$ cat config.mk
export PLATFORM = sky130hd
export DESIGN_NAME = alu_seq
export DESIGN_NICKNAME = d
export VERILOG_FILES = /design/src/rtl/alu_seq.sv
export SDC_FILE = /design/constraint.sdc
export NUM_CORES = 1
export LEC_CHECK = 0
export ABC_AREA = 1
export CORE_ASPECT_RATIO = 0.7
export CORE_MARGIN = 1.5
export CORE_UTILIZATION = 38
export CTS_CLUSTER_DIAMETER = 80
export CTS_CLUSTER_SIZE = 10
export DETAILED_ROUTE_END_ITERATION = 12
export PLACE_DENSITY_LB_ADDON = 0.25
export SLEW_MARGIN = 20
export SYNTH_ARGS = -nofsm -noshare
export SYNTH_HDL_FRONTEND = slang
export SYNTH_SLANG_ARGS = --single-unit
$ cat constraint.sdc
create_clock -name clk -period 2.7 [get_ports clk]
set_input_delay 0.27 -clock clk [delete_from_list [all_inputs] [get_ports clk]]
set_output_delay 0.27 -clock clk [all_outputs]
set_load 0.01 [all_outputs]
$ cat src/rtl/alu_seq.sv
// Handshaked sequential ALU: legacy 8-op map plus SUB/OR, iterative shifts and
// shift-add multiply, with registered result and zero/carry flags.
module alu_seq #(
    parameter int WIDTH = 8,
    parameter int OP_W  = 4,
    parameter int SH_W  = $clog2(WIDTH)
) (
    input  logic             clk,
    input  logic             rst_n,
    input  logic             in_valid,
    output logic             in_ready,
    input  logic [OP_W-1:0]  opcode,
    input  logic [WIDTH-1:0] rs1,
    input  logic [WIDTH-1:0] rs2,
    output logic             out_valid,
    input  logic             out_ready,
    output logic [WIDTH-1:0] rd,
    output logic             is_zero,
    output logic             rd_zero,
    output logic             carry
);

    localparam int CNT_W = SH_W + 1;

    localparam logic [1:0] IDLE = 2'd0;
    localparam logic [1:0] BUSY = 2'd1;
    localparam logic [1:0] DONE = 2'd2;

    localparam logic [1:0] KIND_SHL = 2'd0;
    localparam logic [1:0] KIND_SHR = 2'd1;
    localparam logic [1:0] KIND_MUL = 2'd2;

    localparam logic [OP_W-1:0] OP_ADD  = OP_W'(2);
    localparam logic [OP_W-1:0] OP_AND  = OP_W'(3);
    localparam logic [OP_W-1:0] OP_XOR  = OP_W'(4);
    localparam logic [OP_W-1:0] OP_MOVB = OP_W'(5);
    localparam logic [OP_W-1:0] OP_SUB  = OP_W'(8);
    localparam logic [OP_W-1:0] OP_OR   = OP_W'(9);
    localparam logic [OP_W-1:0] OP_SHL  = OP_W'(10);
    localparam logic [OP_W-1:0] OP_SHR  = OP_W'(11);
    localparam logic [OP_W-1:0] OP_MUL  = OP_W'(12);

    logic [1:0]         state;
    logic [1:0]         kind;
    logic [CNT_W-1:0]   cnt;
    logic [2*WIDTH-1:0] acc;
    logic [WIDTH-1:0]   mcand;

    logic               accept;
    logic [SH_W-1:0]    sh_amt;
    logic [WIDTH:0]     add_w;
    logic [WIDTH-1:0]   res_1c;
    logic               carry_1c;
    logic [WIDTH:0]     mul_sum;
    logic [2*WIDTH-1:0] step_acc;
    logic               step_carry;

    assign in_ready  = (state == IDLE) || (state == DONE && out_ready);
    assign out_valid = (state == DONE);
    assign accept    = in_valid && in_ready;
    assign sh_amt    = rs2[SH_W-1:0];

    // Results of ops that complete at the accept edge; zero-length shifts fall
    // into the default and pass rs1 through with carry clear.
    always_comb begin
        // NOTE: every always_comb output gets a default first so no latch is inferred.
        add_w    = {1'b0, rs1} + {1'b0, rs2};
        res_1c   = rs1;
        carry_1c = 1'b0;
        case (opcode)
            OP_ADD:  begin res_1c = add_w[WIDTH-1:0]; carry_1c = add_w[WIDTH]; end
            OP_AND:  res_1c = rs1 & rs2;
            OP_XOR:  res_1c = rs1 ^ rs2;
            OP_MOVB: res_1c = rs2;
            OP_SUB:  begin res_1c = rs1 - rs2; carry_1c = (rs1 < rs2); end
            OP_OR:   res_1c = rs1 | rs2;
            default: ;
        endcase
    end

    // One iteration of the multi-cycle ops. Shifts use the low half of acc;
    // MUL keeps {partial product, remaining multiplier} in acc.
    always_comb begin
        mul_sum    = {1'b0, acc[2*WIDTH-1:WIDTH]} + {1'b0, (acc[0] ? mcand : {WIDTH{1'b0}})};
        step_acc   = {mul_sum, acc[WIDTH-1:1]};
        step_carry = |step_acc[2*WIDTH-1:WIDTH];
        case (kind)
            KIND_SHL: begin
                step_acc   = {{WIDTH{1'b0}}, acc[WIDTH-2:0], 1'b0};
                step_carry = acc[WIDTH-1];
            end
            KIND_SHR: begin
                step_acc   = {{WIDTH{1'b0}}, 1'b0, acc[WIDTH-1:1]};
                step_carry = acc[0];
            end
            default: ;
        endcase
    end

    // Accept can only happen in IDLE or DONE, so it takes priority over both.
    always_ff @(posedge clk or negedge rst_n) begin
        if (!rst_n) begin
            // NOTE: sequential state uses non-blocking assignments only.
            state   <= IDLE;
            kind    <= KIND_SHL;
            cnt     <= '0;
            acc     <= '0;
            mcand   <= '0;
            rd      <= '0;
            is_zero <= 1'b0;
            rd_zero <= 1'b0;
            carry   <= 1'b0;
        end else if (accept) begin
            is_zero <= (rs1 == '0);
            mcand   <= rs1;
            acc     <= {{WIDTH{1'b0}}, (opcode == OP_MUL) ? rs2 : rs1};
            if (opcode == OP_MUL) begin
                kind  <= KIND_MUL;
                cnt   <= CNT_W'(WIDTH);
                state <= BUSY;
            end else if ((opcode == OP_SHL || opcode == OP_SHR) && sh_amt != '0) begin
                kind  <= (opcode == OP_SHL) ? KIND_SHL : KIND_SHR;
                cnt   <= {1'b0, sh_amt};
                state <= BUSY;
            end else begin
                rd      <= res_1c;
                rd_zero <= (res_1c == '0);
                carry   <= carry_1c;
                state   <= DONE;
            end
        end else if (state == BUSY) begin
            acc <= step_acc;
            cnt <= cnt - 1'b1;
            if (cnt == CNT_W'(1)) begin
                rd      <= step_acc[WIDTH-1:0];
                rd_zero <= (step_acc[WIDTH-1:0] == '0);
                carry   <= step_carry;
                state   <= DONE;
            end
        end else if (state == DONE && out_ready) begin
            state <= IDLE;
        end
    end

endmodule

==> results of run 1 <==
critical path, delay by kind of cell:
kind | cells | cell delay (ps)
AND/OR/NAND/NOR | 10 | 790
AO/OA/AOI/OAI | 1 | 130
adder cells (fa/ha/maj) | 2 | 720
buffers and inverters | 3 | 650
synth_stat cells (3+ instances only):
cell type,number
xor2_1,3
o21ai_0,43
a22o_1,3
nand3b_1,5
a31oi_1,9
nor2_4,3
nand4_1,9
nor2_1,56
o22ai_1,5
o211ai_1,3
nor3_1,3
inv_2,4
fa_1,3
nor2_2,3
buf_2,5
dfrtp_1,43
inv_1,86
nand3_1,48
a21oi_1,22
or2_2,3
ha_1,34
nand2_1,142
clkbuf_1,4
o221ai_1,3
layout make-up:
type | count | area [sq um] | area share
multi-input cells | 422 | 2340 | 0.505
flip-flops and latches | 43 | 1080 | 0.232
repair buffers | 61 | 546 | 0.117
inverters | 92 | 350 | 0.0754
well taps | 128 | 160 | 0.0345
clock buffers | 5 | 125 | 0.0269
clock inverters | 3 | 43.8 | 0.00943
power by group through the flow:
stage / Combinational (mW) / Clock, mW / Sequential (mW)
4_1_cts: 0.321 / 0.723 / 0.644
3_3_place_gp: 0.321 / 0 / 0.656
2_1_floorplan: 0.176 / 0 / 0.656
5_1_grt: 0.364 / 0.755 / 0.643
6_report: 0.329 / 0.708 / 0.644
3_5_place_dp: 0.319 / 0 / 0.656
state kept, by name, summed over array words and instances (netlist names):
name,cells
kind,2
state,2
rd,8
cnt,4
acc,16
mcand,8
carry,1
rd_zero,1
is_zero,1
stage by stage:
step | utilization | setup slack (ps) | area, sq um | total power, mW
floorplan | - | 512 | 3830 | 0.832
global placement | 0.458 | 180 | 4470 | 0.977
detailed placement | 0.458 | 152 | 4470 | 0.975
CTS | 0.476 | 430 | 4640 | 1.69
global route | 0.476 | 128 | 4650 | 1.76
finish | 0.476 | 384 | 4650 | 1.68
metal layers:
| layer | share of wire | vias up | wire (um) |
|---|---|---|---|
| li1 | - | 1967 | - |
| met1 | 0.52 | 1890 | 6190 |
| met2 | 0.39 | 169 | 4600 |
| met3 | 0.083 | 13 | 990 |
| met4 | 0.0093 | 0 | 111 |
| met5 | 0 | - | 0 |
worst paths after layout:
check / startpoint / endpoint / cells past startpoint
max: rs1[0] / rd_zero$_DFFE_PN0P_ / 16
min: rst_n / rd[4]$_DFFE_PN0P_ / 1
max reg2reg: acc[0]$_DFFE_PN0P_ / carry$_DFFE_PN0P_ / 16
min reg2reg: mcand[0]$_DFFE_PN0P_ / mcand[0]$_DFFE_PN0P_ / 2
max in group asynchronous: rst_n / acc[10]$_DFFE_PN0P_ / 1
min in group clk: mcand[0]$_DFFE_PN0P_ / mcand[0]$_DFFE_PN0P_ / 2
layout by cell type, fill, tap and decap left out, drive strengths merged, types with 3 or more instances in the layout:
master,synthesis,final
clkbuf,4,5
inv,92,92
fa,3,3
nand3b,5,5
a22o,3,3
nor3,4,4
a31oi,9,9
o221ai,3,3
nand3,49,49
clkdlybuf4s50,0,35
dfrtp,43,43
nor2,62,62
o211ai,3,3
buf,8,26
a21oi,22,22
o22ai,5,5
xor2,3,3
nand2,143,143
o21ai,45,45
ha,34,34
nand4,9,9
or2,3,3
kinds of logic after synthesis:
logic type | count (synthesis)
and+or+nand+nor | 277
buffers and inverters | 104
AOI/OAI and AO/OA | 103
DFF | 43
adders and majority gates | 37
xor gates and xnor gates | 5
==> impl_metrics.json, run 1 <==
{
  "cp_common_cell": "nand2_1",
  "grt_pass1_wl_mm": 19.5,
  "io_pins": 37,
  "synth_top_family_by_area": "simple AND/OR/NAND/NOR gates",
  "p_sw_frac": 0.285,
  "grt_util_met2": 0.325,
  "synth_fp_nets": 630,
  "die_w_um": 123,
  "drtIter0Drc": 371,
  "cts_hold_buf": 0,
  "fin_skew_ps": 8.96,
  "grt_overflow": 0,
  "port_buffers": 36,
  "cp-start-kind": "input port",
  "grt_pass1_vias": 3785,
  "crit_type": "input port to register",
  "fin_crit_ps": 2320,
  "switchingPower_mw": 0.479,
  "leakage_nw": 2.42,
  "area_growth_pct": 21.2,
  "synthArstFlopShare": 1.00,
  "synth_top_area_frac": 0.281,
  "cts_tree": "built",
  "synthSimpleGateAreaFrac": 0.315,
  "maxCapViolations": 0,
  "synth_area_sq_um": 3830,
  "vias": 4039,
  "root_buffer": "clkbuf_16",
  "violations": "hold timing",
  "synth_compound_area_frac": 0.158,
  "fillers": 1005,
  "coreArea_sq_um": 9760,
  "wire_per_inst_um": 15.8,
  "ant_nets": 0,
  "top_usage_layer": "met1",
  "synthAdderAreaFrac": 0.127,
  "final-setup-viol-count": 0,
  "cts.clk_slew.worst_paths_ps": 70,
  "path_cells": "clkdlybuf4s50_1 -> inv_1 -> ha_1 -> fa_1 -> inv_1 -> nand2_1 -> nand2_1 -> nor2_1 -> nand2_1 -> nand2_1 -> nand2_1 -> nor2_1 -> nand3_1 -> nor2_1 -> nand2_1 -> a21oi_1",
  "tns_ps": 0,
  "fmax_mhz": 432,
  "required_ps": 2930,
  "yosysSeqAreaShare": 0.281,
  "use_met3": 0.0641,
  "cts-resized-gates": 0,
  "drt_pre_antenna_iters": 5,
  "reg2reg_slack_ps": 410,
  "final-instance-count-excl-fill": 754,
  "grt_usage": 0.239,
  "finalCritPeriodShare": 0.858,
  "seqPwrFrac": 0.383,
  "tightest_slew_ps": 636,
  "syn_inst": 569,
  "rsz0062_at_grt": "no",
  "wl_mm": 11.9,
  "clock_sinks": 43,
  "htree_levels": 2,
  "num_antenna_cells": 0,
  "place.gp.congestion": 0.998,
  "status": "finished, violations left",
  "insertion_delay_ps": 300,
  "whs_ps": -44.2,
  "cpMaxStageDelayCell": "clkdlybuf4s50_1",
  "clock_power_share": 0.421,
  "die_h_um": 87.0,
  "dp_hpwl_mm": 9.39,
  "worstPathMaxFanout": 3,
  "yosys_warnings": 0,
  "synthTopCellsByArea": "dfrtp_1 (28%), nand2_1 (14%), ha_1 (11%)",
  "max_stage_delay_ps": 530,
  "grt_util_met1": 0.374,
  "min_path_type": "input port to asynchronous set/reset pin",
  "drive_gt1_frac": 0.0847,
  "peakVddDrop_uv": 220,
  "cts_buffers": 5,
  "hold_violations": 43,
  "start_util": 0.393,
  "relSlewSlack": 0.575,
  "die_area_sq_um": 10700,
  "synth-edff-count": 0,
  "synthMuxAreaShare": 0,
  "drcViolationCount": 0,
  "power_density_nw_per_um2": 362,
  "grt_max_degree": 44,
  "p_int_mw": 1.20,
  "dp.cells": 746,
  "synth_cell_types": 44,
  "postCtsSetupRepairBufs": 0,
  "antenna_found_initial": 0,
  "rows": 30,
  "crit_path_end_kind": "register",
  "synth_seq_cells": 43,
  "crit_arrival_ps": 2540,
  "syn_avg_cell_area_sq_um": 6.74,
  "yosys.area.top_type": "dfrtp_1",
  "cts_buffer_depth": 2,
  "comb_power_share": 0.196,
  "maxSlewViolCount": 0,
  "final_nets": 686,
  "synth_xor_xnor_area_share": 0.0114,
  "via_per_inst": 5.36,
  "ys_dominant_reg_cell": "dfrtp_1"
}
(Power assumes the default switching activity.)
==> run 2, diff against run 1 <==
--- a/config.mk
+++ b/config.mk
@@ -13,6 +13,7 @@
 export CTS_CLUSTER_SIZE = 10
 export DETAILED_ROUTE_END_ITERATION = 12
 export PLACE_DENSITY_LB_ADDON = 0.25
+export RECOVER_POWER = 100
 export SLEW_MARGIN = 20
 export SYNTH_ARGS = -nofsm -noshare
 export SYNTH_HDL_FRONTEND = slang
==> constraint.sdc (replaced) <==
create_clock -name clk -period 2.1 [get_ports clk]
set_input_delay 0.21 -clock clk [delete_from_list [all_inputs] [get_ports clk]]
set_output_delay 0.21 -clock clk [all_outputs]
set_load 0.01 [all_outputs]
==> impl_metrics.json, run 2 (synthesis gave the netlist of run 1 again) <==
{
  "dp_hpwl_mm": 9.82,
  "maxSlewViolCount": 0,
  "finalCritPeriodShare": 1.01,
  "hold_violations": 0,
  "largest_reg_flops": 16,
  "antenna_found_initial": 0,
  "largest-register": "acc",
  "wire_per_inst_um": 15.0,
  "cts.clk_slew.worst_paths_ps": 70,
  "reg2reg_to": "carry$_DFFE_PN0P_",
  "drt_pre_antenna_iters": 7,
  "start_util": 0.393,
  "seqPwrFrac": 0.392,
  "place.gp.congestion": 0.957,
  "wl_met1_mm": 6.00,
  "final_common_cell": "nand2_1",
  "clock_power_share": 0.367,
  "p_int_mw": 1.49,
  "grt_usage": 0.235,
  "status": "finished, violations left",
  "crit_path_end_kind": "register",
  "rsz0062_at_grt": "yes",
  "crit_type": "register to register",
  "comb_power_share": 0.241,
  "die_h_um": 87.0,
  "violations": "setup timing",
  "final_cell_mix": "nand2_1 (138), inv_1 (84), buf_4 (78)",
  "p_sw_frac": 0.294,
  "drive_gt1_frac": 0.194,
  "reg2reg_slack_ps": -30,
  "crit_arrival_ps": 2320,
  "clock_sinks": 43,
  "final_nets": 745,
  "cts_buffer_depth": 2,
  "num_antenna_cells": 0,
  "grt_pass1_vias": 3975,
  "required_ps": 2290,
  "drcViolationCount": 0,
  "dp.cells": 803,
  "final-setup-viol-count": 1,
  "final-instance-count-excl-fill": 813,
  "cts_tree": "built",
  "peakVddDrop_uv": 350,
  "rows": 30,
  "root_buffer": "clkbuf_16",
  "routed-wl-met2_mm": 4.95,
  "vias": 4221,
  "cpMaxStageDelayCell": "fa_2",
  "coreArea_sq_um": 9760,
  "path_cells": "nand2_1 -> inv_1 -> ha_2 -> inv_2 -> fa_2 -> inv_2 -> nand3_2 -> nand2_2 -> xor2_2 -> nand3_1 -> nor2_1 -> nand3_1 -> nand2_1 -> nand2_1 -> nand2_1 -> nand2_1",
  "grt_pass1_wl_mm": 19.6,
  "place_ws_ps": -424,
  "worstPathMaxFanout": 2,
  "fmax_mhz": 469,
  "ant_nets": 0,
  "crit_end": "carry$_DFFE_PN0P_",
  "drtIter0Drc": 472,
  "cts_buffers": 5,
  "io_pins": 37,
  "reg_top3": "acc: 16 flops, mcand: 8 flops, rd: 8 flops",
  "insertion_delay_ps": 290,
  "grt_overflow": 0,
  "cp-start-kind": "register",
  "crit_path_start": "acc[0]$_DFFE_PN0P_",
  "reg2regPathDepth": 16,
  "via_per_inst": 5.19,
  "tightest_slew_ps": 1120,
  "min_path_type": "input port to asynchronous set/reset pin",
  "power_density_nw_per_um2": 407,
  "fin_skew_ps": 6.47,
  "tns_ps": -31.0,
  "grt_max_degree": 44,
  "wl_met3_mm": 1.20,
  "p_total_mw": 2.11,
  "area_growth_pct": 35.3,
  "relSlewSlack": 0.254,
  "port_buffers": 36,
  "maxCapViolations": 0,
  "path_buf_inv": 3,
  "die_w_um": 123,
  "highest-signal-layer": "met4",
  "rr_startpoint": "acc[0]$_DFFE_PN0P_",
  "path_delay_family": "simple AND/OR/NAND/NOR gates",
  "fin_crit_ps": 2130,
  "cts_hold_buf": 0,
  "cp_common_cell": "nand2_1",
  "wl_mm": 12.2,
  "fin_ws_ps": -31.0,
  "leakage_nw": 2.74,
  "htree_levels": 2,
  "die_area_sq_um": 10700,
  "worstSetupPathDepth": 16,
  "switchingPower_mw": 0.620,
  "max_stage_delay_ps": 380
}
==> run 2: routing by layer <==
| layer | vias to the layer above | track usage |
|---|---|---|
| met2 | 181 | 0.330 |
| met1 | 1948 | 0.361 |
| li1 | 2086 | - |
| met3 | 6 | 0.0635 |
| met5 | - | 0 |
| met4 | 0 | 0.0397 |
==> run 2: metrics by stage <==
stage	util	hold WS, ps	area (sq um)
floorplan	-	-85.6	3830
global placement	0.505	323	4930
global route	0.532	329	5190
CTS	0.522	19.5	5100
detailed placement	0.505	331	4930
finish	0.532	205	5190
==> run 2: worst min path at each step <==
stage / start / endpoint / slack, ps / cells after the start
floorplan: rst_n / acc[0]$_DFFE_PN0P_ / -90 / 0
CTS: rst_n / rd[5]$_DFFE_PN0P_ / 20 / 2
finish: rst_n / rd[5]$_DFFE_PN0P_ / 200 / 2
global route: rst_n / rd[5]$_DFFE_PN0P_ / 330 / 2
global placement: rst_n / rd[5]$_DFFE_PN0P_ / 320 / 2
detailed placement: rst_n / rd[5]$_DFFE_PN0P_ / 330 / 2
==> run 2: area by class of cell <==
cell class                 count  area [sq um]
fill                         975          4570
clock inverter                 3          20.0
sequential                    43          1080
tap                          128           160
multi-input combinational    422          2440
inverter                      92           350
timing repair buffer         120          1010
clock buffer                   5           125
==> run 2: power groups by stage <==
stage / clock network [mW] / logic, mW / registers, mW
final: 0.775 / 0.509 / 0.828
after detailed placement: 0 / 0.487 / 0.844
after global routing: 0.824 / 0.557 / 0.828
after floorplan: 0 / 0.226 / 0.844
after global placement: 0 / 0.485 / 0.844
after CTS: 0.791 / 0.491 / 0.828
==> run 2: timing repair <==
| action | in CTS | in global routing |
|---|---|---|
| pin swaps | 3 | 11 |
| endpoints found under the hold margin | 0 | 0 |
| endpoints found under the setup margin | 3 | 6 |
| setup buffers | 0 | 2 |
| gates resized for setup | 7 | 21 |
